[src/rtl/pieo_pkg.sv]
// pieo_pkg: shared definitions for the PIEO scheduler stages.
//   - default widths and NUM_FIFOS derivation
//   - element struct and pack/unpack helpers ({send_time, rank, fifo_id})
//   - wrap-aware time/rank compare helpers: later() = at-or-after,
//     after() = strictly after, both on a w-bit modular number line
//     (valid while the two values are less than 2**(w-1) apart).
package pieo_pkg;

  localparam int ID_LOG_D    = 2;
  localparam int RANK_LOG_D  = 16;
  localparam int TIME_LOG_D  = 16;
  localparam int LEN_LOG_D   = 16;
  localparam int SHIFT_LOG_D = 4;

  function automatic int num_fifos(int id_log);
    return 1 << id_log;
  endfunction

  typedef struct packed {
    logic [TIME_LOG_D-1:0] send_time;
    logic [RANK_LOG_D-1:0] rank;
    logic [ID_LOG_D-1:0]   fifo_id;
  } pieo_elem_t;

  function automatic pieo_elem_t pack_elem(logic [TIME_LOG_D-1:0] t,
                                           logic [RANK_LOG_D-1:0] r,
                                           logic [ID_LOG_D-1:0] id);
    pieo_elem_t e;
    e.send_time = t;
    e.rank      = r;
    e.fifo_id   = id;
    return e;
  endfunction

  function automatic logic [RANK_LOG_D-1:0] unpack_rank(pieo_elem_t e);
    return e.rank;
  endfunction

  // Difference a-b moved to the top of a 32-bit word so bit 31 is the sign
  // of the w-bit modular difference.
  function automatic logic later(logic [31:0] a, logic [31:0] b, int w);
    logic [31:0] d;
    d = (a - b) << (32 - w);
    return !d[31];
  endfunction

  function automatic logic after(logic [31:0] a, logic [31:0] b, int w);
    logic [31:0] d;
    d = (a - b) << (32 - w);
    return !d[31] && (d != 32'd0);
  endfunction

endpackage

[src/rtl/pieo_rr_arbiter.sv]
// pieo_rr_arbiter: combinational round-robin pick.
//   req     : request bitmap, one bit per FIFO
//   ptr     : highest-priority index this cycle
//   gnt_oh  : one-hot grant
//   gnt_idx : grant index
//   gnt_any : some request granted
module pieo_rr_arbiter #(
  parameter int ID_LOG = 2
) (
  input  logic [(1<<ID_LOG)-1:0] req,
  input  logic [ID_LOG-1:0]      ptr,
  output logic [(1<<ID_LOG)-1:0] gnt_oh,
  output logic [ID_LOG-1:0]      gnt_idx,
  output logic                   gnt_any
);

  localparam int N = 1 << ID_LOG;

  logic [ID_LOG-1:0] cand;

  // Scan ptr, ptr+1, ... ; index addition wraps naturally at N.
  always_comb begin
    gnt_oh  = '0;
    gnt_idx = '0;
    gnt_any = 1'b0;
    cand    = ptr;
    for (int i = 0; i < N; i++) begin
      cand = ptr + ID_LOG'(i);
      if (!gnt_any && req[cand]) begin
        gnt_any       = 1'b1;
        gnt_idx       = cand;
        gnt_oh[cand]  = 1'b1;
      end
    end
  end

endmodule

[src/rtl/pieo_pre_enq_stfq.sv]
// pieo_pre_enq_stfq: pre-enqueue stage in front of the PIEO.
// Holds one request per FIFO, picks round-robin, stamps an STFQ rank
// (start = later(V, F[g]); F[g] += len >> wshift) and a send time, and
// issues {send_time, rank, fifo_id} one cycle after the grant.
//   clk/rst           : clock, synchronous active-high reset
//   enq_*             : per-FIFO request in (valid/ready, id, head length)
//   pieo_ready        : PIEO can take an element this cycle
//   pieo_enq_*        : registered element + one-cycle strobe
//   deq_valid/rank    : PIEO dequeue, updates virtual time V
//   cur_time          : time base for pacing
//   cfg_*             : per-FIFO weight / rate shifts
// Optional: PIEO_PRE_ENQ_PACING_EN enables per-FIFO pacing (send_time from
// cur_time and eligibility E[]); without it send_time is always 0.
module pieo_pre_enq_stfq import pieo_pkg::*; #(
  parameter int ID_LOG    = ID_LOG_D,
  parameter int RANK_LOG  = RANK_LOG_D,
  parameter int TIME_LOG  = TIME_LOG_D,
  parameter int LEN_LOG   = LEN_LOG_D,
  parameter int SHIFT_LOG = SHIFT_LOG_D
) (
  input  logic                            clk,
  input  logic                            rst,
  input  logic                            enq_valid,
  input  logic [ID_LOG-1:0]               enq_fifo_id,
  input  logic [LEN_LOG-1:0]              enq_len,
  output logic                            enq_ready,
  input  logic                            pieo_ready,
  output logic [ID_LOG+RANK_LOG+TIME_LOG-1:0] pieo_enq_element,
  output logic                            pieo_enq_trigger,
  input  logic                            deq_valid,
  input  logic [RANK_LOG-1:0]             deq_rank,
  input  logic [TIME_LOG-1:0]             cur_time,
  input  logic                            cfg_we,
  input  logic [ID_LOG-1:0]               cfg_fifo_id,
  input  logic [SHIFT_LOG-1:0]            cfg_wshift,
  input  logic [SHIFT_LOG-1:0]            cfg_rshift
);

  localparam int NUM_FIFOS = num_fifos(ID_LOG);

  logic [NUM_FIFOS-1:0]                pending;
  logic [NUM_FIFOS-1:0][LEN_LOG-1:0]   len_q;
  logic [NUM_FIFOS-1:0][RANK_LOG-1:0]  fin_q;
  logic [NUM_FIFOS-1:0][SHIFT_LOG-1:0] wshift_q;
  logic [RANK_LOG-1:0]                 vtime;
  logic [ID_LOG-1:0]                   rr_ptr;

  logic [NUM_FIFOS-1:0] gnt_oh_unused;
  logic [ID_LOG-1:0]    gnt_idx;
  logic                 gnt_any;
  logic                 issue, accept;
  logic [RANK_LOG-1:0]  start_rank, fin_next;
  logic [TIME_LOG-1:0]  send_time;

  pieo_rr_arbiter #(.ID_LOG(ID_LOG)) u_arb (
    .req     (pending),
    .ptr     (rr_ptr),
    .gnt_oh  (gnt_oh_unused),
    .gnt_idx (gnt_idx),
    .gnt_any (gnt_any)
  );

  // Registered pending: a FIFO issuing this cycle still looks busy, so its
  // re-request is refused until the next cycle. Accept and issue therefore
  // never target the same FIFO in one cycle.
  assign enq_ready = !rst && !pending[enq_fifo_id];
  assign accept    = enq_valid && enq_ready;
  assign issue     = pieo_ready && gnt_any;

  // vtime/fin_q/wshift_q are pre-edge values: a same-cycle dequeue or cfg
  // write only affects later issues.
  always_comb begin
    start_rank = later(32'(vtime), 32'(fin_q[gnt_idx]), RANK_LOG) ? vtime
                                                                  : fin_q[gnt_idx];
    fin_next   = start_rank + RANK_LOG'(len_q[gnt_idx] >> wshift_q[gnt_idx]);
  end

`ifdef PIEO_PRE_ENQ_PACING_EN
  logic [NUM_FIFOS-1:0][TIME_LOG-1:0]  elig_q;
  logic [NUM_FIFOS-1:0][SHIFT_LOG-1:0] rshift_q;
  logic [TIME_LOG-1:0]                 elig_next;

  always_comb begin
    send_time = later(32'(cur_time), 32'(elig_q[gnt_idx]), TIME_LOG) ? cur_time
                                                                     : elig_q[gnt_idx];
    elig_next = send_time + TIME_LOG'(len_q[gnt_idx] >> rshift_q[gnt_idx]);
  end

  always_ff @(posedge clk) begin
    if (rst) begin
      elig_q   <= '0;
      rshift_q <= '0;
    end else begin
      if (issue)  elig_q[gnt_idx]       <= elig_next;
      if (cfg_we) rshift_q[cfg_fifo_id] <= cfg_rshift;
    end
  end
`else
  logic unused_pacing;
  assign unused_pacing = ^{cur_time, cfg_rshift};
  assign send_time     = '0;
`endif

  always_ff @(posedge clk) begin
    if (rst) begin
      pending          <= '0;
      len_q            <= '0;
      fin_q            <= '0;
      wshift_q         <= '0;
      vtime            <= '0;
      rr_ptr           <= '0;
      pieo_enq_trigger <= 1'b0;
      pieo_enq_element <= '0;
    end else begin
      pieo_enq_trigger <= issue;
      if (accept) begin
        pending[enq_fifo_id] <= 1'b1;
        len_q[enq_fifo_id]   <= enq_len;
      end
      if (issue) begin
        pending[gnt_idx] <= 1'b0;
        fin_q[gnt_idx]   <= fin_next;
        rr_ptr           <= gnt_idx + ID_LOG'(1);
        pieo_enq_element <= {send_time, start_rank, gnt_idx};
      end
      if (deq_valid) vtime                 <= deq_rank;
      if (cfg_we)    wshift_q[cfg_fifo_id] <= cfg_wshift;
    end
  end

endmodule

[config.mk]
export PLATFORM = sky130hd
export DESIGN_NAME = pieo_pre_enq_stfq
export DESIGN_NICKNAME = d
export VERILOG_FILES = /design/src/rtl/pieo_pkg.sv /design/src/rtl/pieo_rr_arbiter.sv /design/src/rtl/pieo_pre_enq_stfq.sv
export SDC_FILE = /design/constraint.sdc
export NUM_CORES = 1
export LEC_CHECK = 0
export CAP_MARGIN = 5
export CELL_PAD_IN_SITES_DETAIL_PLACEMENT = 1
export CELL_PAD_IN_SITES_GLOBAL_PLACEMENT = 1
export CORE_MARGIN = 1
export CORE_UTILIZATION = 35
export DETAILED_ROUTE_END_ITERATION = 8
export MAX_ROUTING_LAYER = met4
export PLACE_DENSITY_LB_ADDON = 0.1
export SYNTH_ARGS = -nofsm -noshare
export SYNTH_HDL_FRONTEND = slang
export SYNTH_SLANG_ARGS = --single-unit
[constraint.sdc]
create_clock -name clk -period 6.62 [get_ports clk]
set_input_delay 0.993 -clock clk [delete_from_list [all_inputs] [get_ports clk]]
set_output_delay 0.993 -clock clk [all_outputs]
set_load 0.02 [all_outputs]
**Word level (Yosys, flattened, before mapping)**

Cells that the tools add are included.

- Register bits: 185
- Input port bits: 66
- Output and inout port bits: 36
- Logic and storage cells: 92

- Add/sub/neg operators: 6
- Magnitude comparators: 10
- Shift operators: 1
- Muxes and demuxes: 41
- Bitwise gates (word level): 3
- Reductions and logical operators: 14

Operators by type and width:

| cell | number |
|---|---|
| $bwmux 64 | 2 |
| $mux 16 | 5 |
| $bmux 16 s2 | 2 |
| $demux 16 s2 | 2 |
| $lt 2x3->1 const B | 7 |
| $mux 4 | 5 |
| $add 16x16->16 | 1 |
| $bwmux 16 | 1 |
| $shr 16x4->16 | 1 |
| $sub 16x16->16 | 1 |
| $mux 1 | 11 |
| $bmux 1 s2 | 5 |
| $logic_and 1x1->1 | 9 |
| $bmux 4 s2 | 1 |
| $demux 4 s2 | 1 |
| $mux 2 | 4 |
| $ge 2x1->1 const B | 3 |
| $logic_not 1->1 | 5 |
| $add 2x1->2 const B | 2 |
| $add 2x2->2 const B | 2 |
| $and 4x4->4 | 1 |
| $demux 1 s2 | 2 |
| $not 4->4 | 1 |
| $or 4x4->4 | 1 |

**Depth between registers and ports, before layout**

- Depth after elaboration: 19
- Depth in mapped cells: 35

**Modules after synthesis**

Synthesis repeated with hierarchy kept, for this count alone.

- Cells, all modules: 1,133
- Area, all modules: 9,862.0 um^2

By module, submodules not included:

| module | times used | cells each | area an instance (um^2) | seq. area each (um^2) |
|---|---|---|---|---|
| pieo_pre_enq_stfq | 1 | 1,088 | 9,439.1 | 3,703.6 |
| pieo_rr_arbiter | 1 | 45 | 422.9 | 0.0 |

**Worst setup path before layout**

No wires, ideal clock.

- Kind: reg-to-reg
- Start: register pending[1]
- End: register fin_q[9] (netlist bit)
- Arrival time: 6.317 ns
- Required time: 6.503 ns
- Setup slack: 0.186 ns
- Cell stages (with the launch flop): 34
- Cells stage by stage: dfxtp_1 -> clkbuf_1 -> nor2b_1 -> a221oi_1 -> or2_2 -> inv_1 -> buf_1 -> buf_2 -> buf_1 -> clkbuf_1 -> nand2_1 -> nand3_1 -> nand2_1 -> ha_1 -> a21o_1 -> a21oi_1 -> o21ai_0 -> a21oi_1 -> a21boi_0 -> a21o_1 -> xnor2_1 -> clkbuf_1 -> nand2_1 -> o21ai_0 -> ha_1 -> a21o_1 -> a21oi_1 -> o21bai_1 -> a21oi_1 -> inv_1 -> nand4_1 -> a21oi_1 -> or3_1 -> a32o_1

- Word-level cells in the longest chain between the ends: 18
- Elaborated cells between the ends (all ways): 39

Ends and longest elaborated chain:

| item | RTL line | source |
|---|---|---|
| start: declaration | pieo_pre_enq_stfq.sv:41 | `logic [NUM_FIFOS-1:0] pending;` |
| start signal: assignment | pieo_pre_enq_stfq.sv:106 | `pending <= '0;` |
| start signal: indexed assignment | pieo_pre_enq_stfq.sv:117 | `pending[enq_fifo_id] <= 1'b1;` |
| start signal: indexed assignment | pieo_pre_enq_stfq.sv:121 | `pending[gnt_idx] <= 1'b0;` |
| $bmux 1 s2 | pieo_rr_arbiter.sv:29 | `if (!gnt_any && req[cand]) begin` |
| $mux 1 (not written as such) | pieo_rr_arbiter.sv:29 |  |
| $mux 1 | pieo_rr_arbiter.sv:29 |  |
| $logic_not 1->1 | pieo_rr_arbiter.sv:29 |  |
| $logic_and 1x1->1 | pieo_rr_arbiter.sv:29 |  |
| $mux 1 | pieo_rr_arbiter.sv:29 |  |
| $logic_not 1->1 | pieo_rr_arbiter.sv:29 |  |
| $logic_and 1x1->1 | pieo_rr_arbiter.sv:29 |  |
| [... 4 more ...] | -- |  |
| named net gnt_idx[1] | pieo_pre_enq_stfq.sv:49 | `logic [ID_LOG-1:0] gnt_idx;` |
| $bmux 16 s2 (*) | pieo_pre_enq_stfq.sv:73, pieo_pre_enq_stfq.sv:74 |  |
| $mux 16 (not written as such) (*) | pieo_pre_enq_stfq.sv:73, pieo_pre_enq_stfq.sv:74 |  |
| $sub 16x16->16 | pieo_pkg.sv:43 | `d = (a - b) << (32 - w);` |
| $mux 16 (*) | pieo_pre_enq_stfq.sv:73 | `start_rank = later(32'(vtime), 32'(fin_q[gnt_idx]), RANK_LOG) ? vtime` |
| named net start_rank[1] | pieo_pre_enq_stfq.sv:52 | `logic [RANK_LOG-1:0] start_rank, fin_next;` |
| $add 16x16->16 (*) | pieo_pre_enq_stfq.sv:75 | `fin_next = start_rank + RANK_LOG'(len_q[gnt_idx] >> wshift_q[gnt_idx]);` |
| $bwmux 64 (*) | pieo_pre_enq_stfq.sv:122 | `fin_q[gnt_idx] <= fin_next;` |
| end signal: indexed assignment | pieo_pre_enq_stfq.sv:122 |  |
| end: declaration | pieo_pre_enq_stfq.sv:43 | `logic [NUM_FIFOS-1:0][RANK_LOG-1:0] fin_q;` |

Mark *: on every way through the listed nets, which the timed path passes. The rest lies on a longest branch. The select of a mux whose other input is x is not followed.
A chain may end at the register's enable or synchronous reset.

**Worst setup path after layout**

- Start: register pending[2]
- End: register fin_q[12] (netlist bit)

- Word-level cells in the longest chain between the ends: 18
- Elaborated cells between the ends (all ways): 39

Ends and longest elaborated chain:

| item | RTL line |
|---|---|
| $bmux 1 s2 | pieo_rr_arbiter.sv:29 |
| $mux 1 (not written as such) | pieo_rr_arbiter.sv:29 |
| $mux 1 | pieo_rr_arbiter.sv:29 |
| $logic_not 1->1 | pieo_rr_arbiter.sv:29 |
| $logic_and 1x1->1 | pieo_rr_arbiter.sv:29 |
| $mux 1 | pieo_rr_arbiter.sv:29 |
| $logic_not 1->1 | pieo_rr_arbiter.sv:29 |
| $logic_and 1x1->1 | pieo_rr_arbiter.sv:29 |
| [... 3 more ...] | -- |
| $mux 2 (*) | pieo_rr_arbiter.sv:29 |
| $bmux 16 s2 (*) | pieo_pre_enq_stfq.sv:73, pieo_pre_enq_stfq.sv:74 |
| $mux 16 (not written as such) (*) | pieo_pre_enq_stfq.sv:73, pieo_pre_enq_stfq.sv:74 |
| $sub 16x16->16 | pieo_pkg.sv:43 |
| $mux 16 (*) | pieo_pre_enq_stfq.sv:73 |
| named net start_rank[0] | pieo_pre_enq_stfq.sv:52 |
| $add 16x16->16 (*) | pieo_pre_enq_stfq.sv:75 |
| $bwmux 64 (*) | pieo_pre_enq_stfq.sv:122 |

Marks and branches as above.

==> results.tsv <==
metric	value	unit
ratio of cells with drive above 1 in the final layout	0.0903	
# hold bufs at CTS	0	
Final Hold Viols	0	
die height	171	um
die area	29400	um^2
die width	171	um
GP Congestion	0.869	
Power Total	2.96	mW
CTS tree	done	
synth warn	0	
Peak VDD IR	225	uV
clock root buffer	clkbuf_16	
final setup violation count	0	
CTS Buf Count	17	
CP max-delay cell	dfxtp_1	
skew final	0.0123	ns
Initial Util	0.359	
Max clock buf depth	2	
cell area after placement	11000	um^2
first-pass GRT wire length	50600	um
Synth top area share	0.369	
Setup WS post-layout	0.481	ns
Yosys top cell by area	dfxtp_1	
WP data arrival	6.47	ns
DRC	0	
Final Cycle Share	0.927	
I/O pin cnt	102	
synthesized flop and latch total	185	
Global Route Usage Sum	0.234	
Slew Limit Headroom	0.266	
H-tree depth	4	
Place WS	0.206	ns
final instance area	11700	um^2
crit path time final	6.14	ns
via/cell ratio	5.36	
MaxCap Viol Count	0	
fin nets	1380	
max-slew violations	0	
dominant cell by count in the synthesized netlist	nand2_1	
PortBufs	65	
Detail Route Antenna Nets	0	
Worst Max-Slew Pin Slew	1.10	ns
flop-to-flop setup slack	0.48	ns
Setup crit start kind	register	
antenna violations before repair	0	
largest net degree at the start of global routing	87	
Starting DRT DRC Count	423	
synthesized netlist cell count	1252	
1st-pass router iterations	5	
final wirelength	32200	um
Async S/R FF share, synth	0	
ant diodes	0	
Post-synth top flop	dfxtp_1	
Worst EP required	6.95	ns
Clock transition at path regs	0.08	ns
Crit. End Element	register	
Cell variety after synth	67	
non-filler cells, final	1674	
DP Wirelength	22200	um
Post-Syn Area	10000	um^2
post-synthesis sequential area ratio	0.369	
Power Density	253	nW/um^2
dpl cells	1639	
DR vias	8970	
max incr delay on CP	0.44	ns
leakage power	4.64	nW
fin util	0.417	
gr ovfl total	0	
Area contributors post-synth	dfxtp_1 37%, nand2_1 10%, mux2i_1 8.5%	
CP max FO	31	
row cnt	61	
setup total negative slack	0	ns
Post-synth EDFFs	0	
Max Fclk	0.163	GHz
Core ar.	28000	um^2
Post-synth top cells	274 x nand2_1, 185 x dfxtp_1, 110 x a21oi_1, 100 x nor2_1, 85 x mux2i_1	
TritonCTS Sinks	185	
post-synthesis average cell area	8.03	um^2
drt wl/cell	19.2	um
CP Class	reg2reg	
hold_ws	0.456	ns
area grow syn2layout	16.4	%
outcome	finished clean	
Top cell by count, worst path	nand2_1	
Worst Hold Class	reg2reg	
vias in the first global route	8786	
clk_lat worst skew	0.45	ns
## sequential cells by signal, indices dropped and copies added (netlist names)
signal	flops
rr_ptr	2
wshift_q	16
pieo_enq_trigger	1
pieo_enq_element	18
len_q	64
pending	4
fin_q	64
vtime	16
## layout by cell type (no fill, tap or decap), drive strengths merged, types with 10 or more instances in the layout
master,count
conb,16
o21ai,46
mux2,15
nand3,43
buf,29
mux2i,86
clkbuf,20
o211ai,11
nor2,101
a22o,38
nor3,31
a21oi,112
a21o,13
mux4,10
clkdlybuf4s50,64
or3,10
dfxtp,185
nand2,274
inv,33
ha,30
nand4,10
## power breakdown
| group | internal, mW | switching, mW |
|---|---|---|
| clock network | 0.592 | 0.495 |
| registers | 1.15 | 0.0242 |
| logic | 0.254 | 0.446 |
## cell type report
type,count,area (um^2)
Inverter,27,106
Fill cell,3408,16300
Multi-Input combinational cell,959,5910
Tap cell,378,473
Clock buffer,20,457
Timing Repair Buffer,93,883
Clock inverter,12,159
Sequential cell,185,3700
## metal layers
metal  track usage  share of wire  vias up  wire (um)
met3        0.0274          0.023       19        726
met5             -              0        -          0
met4        0.0571          0.012        0        379
met1         0.284           0.45     4419      14600
met2         0.409           0.51      126      16500
li1              -              -     4406          -
## worst paths after layout
kind	depth (start not counted)	startpoint	end
setup / recovery	28	pending[2]$_SDFF_PP0_	fin_q[12]$_SDFFE_PP0P_
setup reg to reg	28	pending[2]$_SDFF_PP0_	fin_q[12]$_SDFFE_PP0P_
hold / removal	2	len_q[5]$_SDFFE_PP0P_	len_q[5]$_SDFFE_PP0P_
hold reg to reg	2	len_q[5]$_SDFFE_PP0P_	len_q[5]$_SDFFE_PP0P_
## worst max-delay path: cells and delay by family (launching register included)
family	cells	cell delay (ns)
DFF	1	0.44
AOI/OAI and AO/OA	9	1.73
xor gates and xnor gates	1	0.20
muxes	1	0.42
buffers and inverters	2	0.31
adders and majority gates	3	0.97
and+or+nand+nor	12	1.93
## cell families (layout without fill, tap and decap cells)
kind of cell               Yosys count  in the layout  share of synthesized area
adders and majority gates           32             32                     0.0405
and+or+nand+nor                    511            511                      0.219
muxes                              111            111                      0.127
other                                1             16                   0.000373
xor gates and xnor gates            13             13                     0.0121
AOI/OAI and AO/OA                  276            276                      0.177
buffers and inverters              123            152                     0.0559
DFF                                185            185                      0.369
## repair_timing
| item | CTS | global route |
|---|---|---|
| setup endpoints to repair | 0 | 40 |
| setup buffers | 0 | 3 |
| gates resized for setup | 0 | 7 |
| hold endpoints to repair | 0 | 0 |
Note: power is estimated with default switching activity, not from simulation.
